### config.mk
export PLATFORM = sky130hd
export DESIGN_NAME = reset_seq_gen
export DESIGN_NICKNAME = d
export VERILOG_FILES = /design/src/rtl/reset_seq_gen.sv
export SDC_FILE = /design/constraint.sdc
export NUM_CORES = 1
export LEC_CHECK = 0
export ABC_AREA = 1
export BUFFER_PORTS_ARGS = -buffer_cell sky130_fd_sc_hd__buf_2
export CORE_MARGIN = 4
export CORE_UTILIZATION = 35
export CTS_CLUSTER_SIZE = 14
export DETAILED_ROUTE_END_ITERATION = 10
export PLACE_DENSITY = 0.58
export SYNTH_ARGS = -nofsm -noshare
export SYNTH_HDL_FRONTEND = slang
export SYNTH_SLANG_ARGS = --single-unit
export TNS_END_PERCENT = 20
### constraint.sdc
create_clock -name dclk -period 1.6 [get_ports dclk]
set_input_delay 0.4 -clock dclk [delete_from_list [all_inputs] [get_ports dclk]]
set_output_delay 0.4 -clock dclk [all_outputs]
set_load 0.05 [all_outputs]
### src/rtl/reset_seq_gen.sv
// Reset generator / sequencer for the dclk domain.
// Holds all domain resets for a minimum width, then releases them one by one
// (domain 0 first) with a fixed spacing. Software and watchdog requests restart
// the sequence for unmasked domains. The last reset cause is reported.
module reset_seq_gen #(
  parameter int unsigned NUM_RST  = 4,
  parameter int unsigned HOLD_CYC = 16,
  parameter int unsigned STEP_CYC = 8,
  parameter int unsigned CNT_W    = 8
) (
  input  logic               dclk,
  input  logic               arst_n,
  input  logic               scan_mode,
  input  logic               sw_rst_req,
  input  logic               wdt_rst_req,
  input  logic [NUM_RST-1:0] rst_mask,
  output logic [NUM_RST-1:0] rst_n_o,
  output logic               rst_busy,
  output logic               rst_done,
  output logic [1:0]         rst_cause
);

  localparam int unsigned SLOT_W = (NUM_RST > 1) ? $clog2(NUM_RST) : 1;

  typedef enum logic [1:0] {
    ST_HOLD,
    ST_RELEASE,
    ST_IDLE
  } state_t;

  state_t             state_q, state_d;
  logic [CNT_W-1:0]   cnt_q, cnt_d;
  logic [SLOT_W-1:0]  slot_q, slot_d;
  logic [NUM_RST-1:0] rst_n_q, rst_n_d;
  logic               done_q, done_d;
  logic [1:0]         cause_q, cause_d;

  // State and output registers; arst_n forces the power-on reset state.
  always_ff @(posedge dclk or negedge arst_n) begin
    if (!arst_n) begin
      state_q <= ST_HOLD;
      cnt_q   <= '0;
      slot_q  <= '0;
      rst_n_q <= '0;
      done_q  <= 1'b0;
      cause_q <= 2'b00;
    end else begin
      state_q <= state_d;
      cnt_q   <= cnt_d;
      slot_q  <= slot_d;
      rst_n_q <= rst_n_d;
      done_q  <= done_d;
      cause_q <= cause_d;
    end
  end

  // Next-state: hold counting, staggered release, and request override.
  always_comb begin
    state_d = state_q;
    cnt_d   = cnt_q;
    slot_d  = slot_q;
    rst_n_d = rst_n_q;
    done_d  = 1'b0;
    cause_d = cause_q;

    case (state_q)
      ST_HOLD: begin
        if (cnt_q == CNT_W'(HOLD_CYC - 1)) begin
          state_d    = ST_RELEASE;
          cnt_d      = '0;
          slot_d     = '0;
          rst_n_d[0] = 1'b1;
        end else begin
          cnt_d = cnt_q + 1'b1;
        end
      end
      ST_RELEASE: begin
        if (cnt_q == CNT_W'(STEP_CYC - 1)) begin
          cnt_d = '0;
          if (slot_q == SLOT_W'(NUM_RST - 1)) begin
            state_d = ST_IDLE;
            done_d  = 1'b1;
          end else begin
            slot_d = slot_q + 1'b1;
            // Every slot consumes its time; masked domains are simply already high.
            for (int unsigned i = 0; i < NUM_RST; i++) begin
              if (SLOT_W'(i) == slot_d) rst_n_d[i] = 1'b1;
            end
          end
        end else begin
          cnt_d = cnt_q + 1'b1;
        end
      end
      default: ;
    endcase

    // A request wins over everything, including a completion on the same edge.
    if (sw_rst_req || wdt_rst_req) begin
      state_d = ST_HOLD;
      cnt_d   = '0;
      slot_d  = '0;
      rst_n_d = rst_n_q & rst_mask;
      done_d  = 1'b0;
      cause_d = wdt_rst_req ? 2'b10 : 2'b01;
    end
  end

  assign rst_n_o   = scan_mode ? {NUM_RST{arst_n}} : rst_n_q;
  assign rst_busy  = (state_q != ST_IDLE);
  assign rst_done  = done_q;
  assign rst_cause = cause_q;

endmodule

==> results.ini <==
[global_routing]
antenna_found_initial = 0
grt_max_degree = 20
grt_pass1_vias = 1018
grt_usage_pct = 13.09
grt_pass1_wl_um = 4347
grt_overflow = 0

[clocking]
clock_latency_ps = 310
cts_buffers = 3
cts_tree = yes
cts_buffer_depth = 2
path_clk_slew_ps = 110
holdBufCountCts = 0
clockRootBuffer = clkbuf_4
clock_sinks = 19
htreeDepth = 1

[place]
dp_hpwl_um = 1870
post_dp_cell_area_um2 = 1303
io_buffers = 16
dp_cells = 204
gp_congestion = 0.8076
place_ws_ps = 121.1

[power_and_ir_drop]
switchingPower_mw = 0.3359
power.total_mw = 1.020
p_int_mw = 0.6846
clockPowerShare_pct = 24.9
vdd_ir_drop_max_mv = 0.2337
power_frac_seq_pct = 53.6
powerDensity_nw_per_um2 = 753.1
combPwrFrac_pct = 21.5
leakagePower_nw = 0.6604
swShare_pct = 32.91

[sta]
hold_viol = 0
setup-violations-final = 0
holdWs_ps = 71.53
finalCriticalPeriod_ps = 1519
grt_setup_unrepaired = yes
period_share_pct = 94.96
final_max_slew_viol_count = 0
fmax_ghz = 0.6582
fin_ws_ps = 80.62
finClkSkew_ps = 2.903
tightest_slew_ps = 309.7
slew_headroom_pct = 79.28

[drt]
drt_pre_antenna_iters = 4
drt-wirelength-per-cell_um = 11.28
wl_um = 2357
via_count = 978
drc_errors = 0
post_drt_via_cell_ratio = 4.679
antenna_left = 0
drtIter0Drc = 41

[logic_synthesis]
netlist_top_cells_area = dfrtp_1, nand2_1, ha_1
synthCells = 142
synth_compound_area_share_pct = 12.05
syn_area_per_cell_um2 = 8.115
synth_top_family_by_area = simple AND/OR/NAND/NOR gates
syn_area_um2 = 1152
synthSimpleGateAreaFrac_pct = 34.31
synthMuxAreaShare_pct = 0
ys_seq_elements = 19
synth.top_cell.area_share_pct = 41.26
yosys.area.top_type = dfrtp_1
synth_seq_area_share_pct = 41.26
synth-xor-area-share_pct = 0
synthAdderAreaFrac_pct = 6.515
yosys_warnings = 0
synth_nets = 157
synth.distinct_cells = 22

[finish]
layout_commonest_cell = nand2_1
fillCellCount = 322
final_nets = 181
drive_gt1_share_pct = 27.88
mostFrequentLayoutCells = nand2_1, dfrtp_1, inv_1
design_area_um2 = 1355
synthToLayoutAreaGrowth_pct = 17.59
diodes = 0
instances_no_fill = 209

[floorplanning]
ioPinCount = 17
rows = 20
dieArea_um2 = 4275
start_util_pct = 37.14
die_width_um = 65.38
fp.dieH_um = 65.38
core_um2 = 3103

[status]
status = complete, no violations

[critical_path]
start_kind = register
ff2ff_path_depth = 8
cp-end-kind = primary output
worstPathMaxFanout = 3
r2r_start = cnt_q[0]
cp.required_ps = 1200
critPathCapture = rst_busy
worstPathArrival_ps = 1120
startpoint = state_q[0]
crit_type = reg2out
reg2reg_slack_ps = 100
r2r_end = state_q[0]

[job]
drv_cap = 0

[hold_path]
min_path_type = in2async

## sequential cells by signal, indices dropped and copies added (netlist names)
register / count
cnt_q: 8
rst_n_q: 4
rst_cause: 2
slot_q: 2
state_q: 2
rst_done: 1
## logic make-up (layout without fill, tap and decap cells)
family / count (synthesis) / count (layout)
buf+inv: 18 / 41
compound gates: 25 / 25
simple gates: 74 / 74
fa+ha+maj: 6 / 6
flops: 19 / 19
## critical path, cell delays in order, from the launching register on
cell and delay, ps:
dfrtp_1 410, inv_1 130, nand2_1 70, clkbuf_4 210
## Yosys cell counts (all sizes together)
cell and number:
ha 6, nand3 12, inv 18, o21ai 14
nand2 37, nor2 18, dfrtp 19, a21oi 9
nor3 1, nand4 6, o2111ai 1, a211oi 1
## routing by layer
metal	up-vias	track usage (%)	wire length, µm
li1	515	-	-
met1	444	15.97	1142
met2	14	22.12	1084
met3	5	2.393	74
met4	0	6.218	55
met5	-	0	0
## area by class of cell
class                      instances  area, µm²  area share (%)
clock buffer                       3      22.52           1.662
clock inverter                     1      5.005          0.3693
inverter                          18      67.56           4.986
multi-input combinational        105      614.3           45.34
sequential                        19      475.5           35.09
tap                               44      55.05           4.063
timing repair buffer              19      115.1           8.495
## worst min path at each step
stage | start | endpoint | slack, ps | cells past startpoint
2_1_floorplan | arst_n | cnt_q[0] | 100 | 0
3_3_place_gp | arst_n | cnt_q[2] | 430 | 2
3_5_place_dp | arst_n | cnt_q[1] | 430 | 2
4_1_cts | arst_n | state_q[1] | 90 | 2
5_1_grt | arst_n | slot_q[0] | 80 | 2
6_report | arst_n | slot_q[0] | 70 | 2
## stage by stage
stage,TNS (ps),utilization [%]
finish,0,43.67
global route,-88.29,43.67
CTS,0,42.86
detailed placement,0,41.98
global placement,0,41.98
floorplan,-889.0,-
## what timing repair did
| item | 4_1_cts | 5_1_grt |
|---|---|---|
| setup buffers | 0 | 1 |
| endpoints found under the setup margin | 0 | 10 |
| resized for setup | 0 | 10 |
## power by group through the flow
stage / sequential, mW / clock (mW) / combinational, mW
2_1_floorplan: 0.563 / 0 / 0.138
3_3_place_gp: 0.558 / 0 / 0.207
3_5_place_dp: 0.559 / 0 / 0.207
4_1_cts: 0.549 / 0.263 / 0.208
5_1_grt: 0.553 / 0.287 / 0.247
6_report: 0.547 / 0.254 / 0.219
Note: power is estimated with default switching activity, not from simulation.
